### src/rtl/ps2_pkg.sv
// Shared types and frame check for the PS/2 receive path.
package ps2_pkg;

    localparam int unsigned PS2_FRAME_BITS = 11;
    localparam int unsigned PS2_BYTE_W     = 8;

    typedef enum logic [1:0] {
        IDLE,
        SHIFT,
        CHECK
    } ps2_state_e;

    // frame[0] = start, frame[8:1] = data LSB first, frame[9] = parity, frame[10] = stop
    function automatic logic ps2_frame_ok(input logic [PS2_FRAME_BITS-1:0] frame);
        return (frame[0] == 1'b0) && (frame[10] == 1'b1) && (^frame[9:1] == 1'b1);
    endfunction

endpackage

### src/rtl/ps2_byte_fifo.sv
// Synchronous show-ahead byte FIFO with registered head, flags and sticky overflow.
module ps2_byte_fifo
    import ps2_pkg::*;
#(
    parameter int unsigned DEPTH = 8
) (
    input  logic                  clk,
    input  logic                  rst,
    input  logic                  wr_en,
    input  logic [PS2_BYTE_W-1:0] wr_data,
    input  logic                  rd_en,
    output logic [PS2_BYTE_W-1:0] dout,
    output logic                  empty,
    output logic                  overflow
);

    localparam int unsigned AW = $clog2(DEPTH);
    localparam int unsigned PW = AW + 1;

    logic [PW-1:0]         wr_ptr_q, wr_ptr_d;
    logic [PW-1:0]         rd_ptr_q, rd_ptr_d;
    logic [PS2_BYTE_W-1:0] mem_q [DEPTH];
    logic [PS2_BYTE_W-1:0] dout_q, dout_d;
    logic                  empty_q, empty_d;
    logic                  full_q, full_d;
    logic                  overflow_q, overflow_d;
    logic                  pop_c, push_c;

    always_comb begin
        pop_c      = rd_en && !empty_q;
        push_c     = wr_en && (!full_q || pop_c);
        wr_ptr_d   = wr_ptr_q + PW'(push_c);
        rd_ptr_d   = rd_ptr_q + PW'(pop_c);
        empty_d    = (wr_ptr_d == rd_ptr_d);
        full_d     = (wr_ptr_d[AW-1:0] == rd_ptr_d[AW-1:0]) && (wr_ptr_d[AW] != rd_ptr_d[AW]);
        overflow_d = overflow_q;
        if (wr_en && full_q && !pop_c) begin
            overflow_d = 1'b1;
        end else if (pop_c) begin
            overflow_d = 1'b0;
        end
        // Next head may be the byte being written this very cycle.
        if (empty_d) begin
            dout_d = '0;
        end else if (push_c && (rd_ptr_d == wr_ptr_q)) begin
            dout_d = wr_data;
        end else begin
            dout_d = mem_q[rd_ptr_d[AW-1:0]];
        end
    end

    always_ff @(posedge clk) begin
        if (!rst) begin
            wr_ptr_q   <= '0;
            rd_ptr_q   <= '0;
            dout_q     <= '0;
            empty_q    <= 1'b1;
            full_q     <= 1'b0;
            overflow_q <= 1'b0;
        end else begin
            wr_ptr_q   <= wr_ptr_d;
            rd_ptr_q   <= rd_ptr_d;
            dout_q     <= dout_d;
            empty_q    <= empty_d;
            full_q     <= full_d;
            overflow_q <= overflow_d;
        end
    end

    always_ff @(posedge clk) begin
        if (push_c) begin
            mem_q[wr_ptr_q[AW-1:0]] <= wr_data;
        end
    end

    assign dout     = dout_q;
    assign empty    = empty_q;
    assign overflow = overflow_q;

endmodule

### src/rtl/ps2_rx_fifo.sv
// PS/2 device-to-host receiver: pin synchronisers, framing FSM with timeout, byte FIFO.
module ps2_rx_fifo
    import ps2_pkg::*;
#(
    parameter int unsigned DEPTH       = 8,
    parameter int unsigned TIMEOUT_CYC = 50000
) (
    input  logic                  clk,
    input  logic                  rst,
    input  logic                  ps2_clk,
    input  logic                  ps2_data,
    input  logic                  nextdata_n,
    output logic [PS2_BYTE_W-1:0] data,
    output logic                  ready,
    output logic                  overflow,
    output logic                  frame_err
);

    localparam int unsigned TW = $clog2(TIMEOUT_CYC + 1);

    ps2_state_e                state_q, state_d;
    logic [2:0]                clk_sync_q, clk_sync_d;
    logic [1:0]                data_sync_q, data_sync_d;
    logic [3:0]                bit_cnt_q, bit_cnt_d;
    logic [TW-1:0]             to_cnt_q, to_cnt_d;
    logic [PS2_FRAME_BITS-1:0] frame_q, frame_d;
    logic                      frame_err_q, frame_err_d;
    logic                      fall_c, din_c, wr_en_c, rd_en_c;
    logic                      fifo_empty;

    always_ff @(posedge clk) begin
        if (!rst) begin
            state_q     <= IDLE;
            clk_sync_q  <= '1;
            data_sync_q <= '1;
            bit_cnt_q   <= '0;
            to_cnt_q    <= '0;
            frame_q     <= '0;
            frame_err_q <= 1'b0;
        end else begin
            state_q     <= state_d;
            clk_sync_q  <= clk_sync_d;
            data_sync_q <= data_sync_d;
            bit_cnt_q   <= bit_cnt_d;
            to_cnt_q    <= to_cnt_d;
            frame_q     <= frame_d;
            frame_err_q <= frame_err_d;
        end
    end

    always_comb begin
        clk_sync_d  = {clk_sync_q[1:0], ps2_clk};
        data_sync_d = {data_sync_q[0], ps2_data};
        fall_c      = (clk_sync_q[2:1] == 2'b10);
        din_c       = data_sync_q[1];
    end

    always_comb begin
        state_d     = state_q;
        bit_cnt_d   = bit_cnt_q;
        to_cnt_d    = to_cnt_q;
        frame_d     = frame_q;
        frame_err_d = 1'b0;
        wr_en_c     = 1'b0;
        case (state_q)
            IDLE: begin
                bit_cnt_d = '0;
                to_cnt_d  = '0;
                if (fall_c && !din_c) begin
                    // Start bit enters at the top and is shifted down to frame[0].
                    frame_d = {din_c, (PS2_FRAME_BITS - 1)'(0)};
                    state_d = SHIFT;
                end
            end
            SHIFT: begin
                if (fall_c) begin
                    frame_d   = {din_c, frame_q[PS2_FRAME_BITS-1:1]};
                    to_cnt_d  = '0;
                    bit_cnt_d = bit_cnt_q + 4'(1);
                    if (bit_cnt_q == 4'(PS2_FRAME_BITS - 2)) begin
                        state_d = CHECK;
                    end
                end else if (to_cnt_q == TW'(TIMEOUT_CYC - 1)) begin
                    frame_err_d = 1'b1;
                    state_d     = IDLE;
                end else begin
                    to_cnt_d = to_cnt_q + TW'(1);
                end
            end
            CHECK: begin
                wr_en_c     = ps2_frame_ok(frame_q);
                frame_err_d = !ps2_frame_ok(frame_q);
                state_d     = IDLE;
            end
            default: state_d = IDLE;
        endcase
    end

    assign rd_en_c = !nextdata_n && !fifo_empty;

    ps2_byte_fifo #(
        .DEPTH (DEPTH)
    ) u_fifo (
        .clk      (clk),
        .rst      (rst),
        .wr_en    (wr_en_c),
        .wr_data  (frame_q[8:1]),
        .rd_en    (rd_en_c),
        .dout     (data),
        .empty    (fifo_empty),
        .overflow (overflow)
    );

    assign ready     = !fifo_empty;
    assign frame_err = frame_err_q;

endmodule
### config.mk
export PLATFORM = sky130hd
export DESIGN_NAME = ps2_rx_fifo
export DESIGN_NICKNAME = d
export VERILOG_FILES = /design/src/rtl/ps2_pkg.sv /design/src/rtl/ps2_byte_fifo.sv /design/src/rtl/ps2_rx_fifo.sv
export SDC_FILE = /design/constraint.sdc
export NUM_CORES = 1
export LEC_CHECK = 0
export CORE_UTILIZATION = 60
export DETAILED_ROUTE_END_ITERATION = 16
export PLACE_DENSITY = 0.78
export SLEW_MARGIN = 20
export SYNTH_ARGS = -nofsm -noshare
export SYNTH_HDL_FRONTEND = slang
export SYNTH_SLANG_ARGS = --single-unit
### constraint.sdc
create_clock -name clk -period 7.8 [get_ports clk]
set_clock_uncertainty 0.05 [all_clocks]
set_input_delay 0.78 -clock clk [delete_from_list [all_inputs] [get_ports clk]]
set_output_delay 0.78 -clock clk [all_outputs]
set_load 0.01 [all_outputs]
==> summary.txt <==
Outcome
  – Status: finished clean

Timing
  – Final min period: about 3.8 ns
  – FMAX: 262.6 MHz
  – Slew Viols, Final: 0
  – Worst slew pin tran: 1.058 ns
  – Setup-failing EPs final: 0
  – Unrepaired setup endpoints after global routing: no
  – Final worst path period share: about half
  – Final hold vios: 0
  – Max transition margin: approximately 29%
  – Final setup TNS: 0 ns

Setup path
  – Crit path DAT: 4.11 ns
  – Element type at the critical path end: flop
  – Critical R2R Launch: frame_q[1]
  – Crit path to: u_fifo.dout[6]
  – Top cell family by delay on the critical path: XOR/XNOR gates
  – Crit Path Class: flop to flop
  – Worst Reg2Reg Path Length in Cells: 10
  – Crit path max fanout: 12
  – WP depth: 10
  – Startpoint Class: flop
  – Worst Setup SP: frame_q[1]
  – Sequence of cells on the critical path: xor2_1 > xnor3_1 > mux2i_4 > inv_2 > ha_1 > nand3_1 > xor2_1 > xor2_1 > o41ai_2 > nor3_1
  – CP bufs+invs: 1
  – Crit-path max cell delay: 0.81 ns
  – Reg2reg setup slack: approximately 4.0 ns
  – Reg-to-Reg End: u_fifo.dout[6]
  – Slowest cell on the critical path: o41ai_2
  – Most used cell, CP: xor2_1
  – CP required: around 8 ns

Flow run
  – Max-cap violation count: 0

Finish
  – Antenna Cells: 0
  – Register area: roughly 3100 um2
  – P&R area growth vs syn: 15.18%
  – Area of the multi-input gates: 2088 um2
  – Commonest non-fill, non-tap cell in the layout: edfxtp_1
  – Most frequent cells in the layout: edfxtp_1, dfxtp_1, nor2_1
  – Fin util: between 70% and 80%
  – Layout Nets: between 400 and 500
  – Share of cells above drive strength 1: about 16%
  – FILL cells: ~540

CTS
  – CTS max path bufs: 2
  – Post-cts gate resize count: 0
  – Worst skew pair latency: just over 0.5 ns
  – TritonCTS Buffers: 17
  – Root Buffer: clkbuf_8
  – Clock sinks: approximately 120
  – Hold Buf Count CTS: 0
  – Setup Buffers After CTS: 0
  – CTS tree: done
  – Clock transition at path regs: 0.06 ns
  – H-tree Lvls: 4

Global routing
  – Antenna violations before repair: 0
  – Global-route wire length before repair: 18050 um
  – Gr usage total: between 20% and 30%
  – Vias in the first global route: between 3000 and 4000
  – Remaining Overflow, GRT: 0
  – Largest net degree at the start of global routing: 34

Floorplanning
  – Initial Utilization: 63.41%
  – Row count: 33
  – Chip Height: roughly 96 um
  – Core ar.: between 8000 and 9000 um2
  – Die ar.: between 9000 and 10000 um2
  – IO Pins: 16
  – Die Wd: ~96 um

Drt
  – Vias: about 3500
  – Final WL: roughly 11000 um
  – Drt initial violations: about 220
  – Post-DRT Antenna Nets: 0
  – Drt wl/cell: about 20 um
  – Post-DR vias/cell: 6.316
  – DRC: 0
  – DR pass1 iterations: 5

Power and ir drop
  – NetSw: just over 400 uW
  – Combinational share of power: approximately 10%
  – Power, Total: 1664 uW
  – VDD IR max: 230.5 uV
  – Power per cell area: 271.9 nW/um2
  – Seq pwr share: between 40 and 50%
  – Sw Ratio: 24.94%
  – Power Internal: 1249 uW
  – Clock share of power: between 40% and 50%
  – Leakage: about 0.0021 uW

Min path
  – Hold Path Class: flop to flop

Logic synthesis
  – Post-synthesis async set-or-reset flop share: 0%
  – Area leader, netlist: edfxtp_1
  – Synth area leaders: edfxtp_1, dfxtp_1, mux4_2
  – Post-synth EDFFs: 64
  – Syn. warnings: 0
  – Synth top area share: a little over a third
  – Synth Cell Area: approximately 5300 um2
  – #FFs+latches synth: about 120
  – Synthesized instance count: approximately 430
  – Seq/Total Area, Yosys: a little under 60%
  – Post-synth cell types: between 50 and 60
  – Main synth FF type: edfxtp_1
  – Syn Nets: 441
  – Avg Cell Area, Syn: 12.48 um2

Placed design
  – Gpl congestion: around 0.96
  – Placed wire-length estimate: 6704 um
  – # port buffers: 15
-- cell families after synthesis --
logic type / share of synthesized area [%]
flip-flops: 58.00
multiplexers: 9.275
adder cells (fa/ha/maj): 2.354
buffers and inverters: 2.707
AO/OA/AOI/OAI: 9.158
XOR/XNOR: 3.813
AND/OR/NAND/NOR: 14.69
-- stage by stage --
stage	hold WS (ns)	std cells	cell area, um2	setup WS [ns]
2_1_floorplan	0.3363	426	5315	4.643
3_3_place_gp	0.3512	528	5509	4.054
3_5_place_dp	0.3424	528	5509	3.851
4_1_cts	0.3620	560	6122	4.034
5_1_grt	0.3701	560	6122	3.715
6_report	0.3642	560	6122	3.991
-- power by group through the flow --
stage               logic [uW]  clock network [uW]  registers, uW
detailed placement         162                   0            697
CTS                        169                 815            684
global placement           160                   0            697
global route               187                 847            685
finish                     170                 811            684
floorplan                  142                   0            696
-- cell type report --
| type | count | share of cell area, % |
|---|---|---|
| flip-flops and latches | 122 | 50.36 |
| multi-input cells | 275 | 34.11 |
| clock buffers | 17 | 6.765 |
| clock inverters | 15 | 3.250 |
| repair buffers | 19 | 2.943 |
| well taps | 105 | 2.146 |
| inverters | 7 | 0.4292 |
-- cells in the mapped netlist, drive strengths merged, types with 12 or more instances --
cell type,number
edfxtp,64
dfxtp,58
nor2,30
nor3,28
a21oi,24
nand2,21
a31oi,16
mux4,16
o21ai,13
clkbuf,12
nand2b,12
-- registers in the layout, indices dropped and copies added, names as in the netlist --
| register | cells |
|---|---|
| frame_q | 11 |
| to_cnt_q | 16 |
| clk_sync_q | 3 |
| state_q | 2 |
| u_fifo.rd_ptr_q | 4 |
| u_fifo.dout | 8 |
| frame_err | 1 |
| bit_cnt_q | 4 |
| u_fifo.mem_q | 64 |
| data_sync_q | 2 |
| u_fifo.wr_ptr_q | 4 |
| u_fifo.full_q | 1 |
| u_fifo.overflow | 1 |
| u_fifo.empty | 1 |
-- worst min path at each step --
| stage | slack [ns] | to | startpoint | depth (start not counted) |
|---|---|---|---|---|
| after floorplan | 0.34 | clk_sync_q[1] | clk_sync_q[0] | 1 |
| after global placement | 0.35 | clk_sync_q[1] | clk_sync_q[0] | 1 |
| after detailed placement | 0.34 | clk_sync_q[1] | clk_sync_q[0] | 1 |
| after CTS | 0.36 | clk_sync_q[1] | clk_sync_q[0] | 1 |
| after global routing | 0.37 | clk_sync_q[1] | clk_sync_q[0] | 1 |
| final | 0.36 | clk_sync_q[1] | clk_sync_q[0] | 1 |
-- metal layers --
layer  share of wire, %  vias to the layer above  routed length, um  track usage, %
li1                   -                     1629                  -               -
met1                 41                     1727               4629           33.00
met2                 50                      143               5716           45.27
met3                5.9                       38                677           8.452
met4                3.5                        0                394           13.68
met5                  0                        -                  0               0
Power figures use the tool's default switching activity.
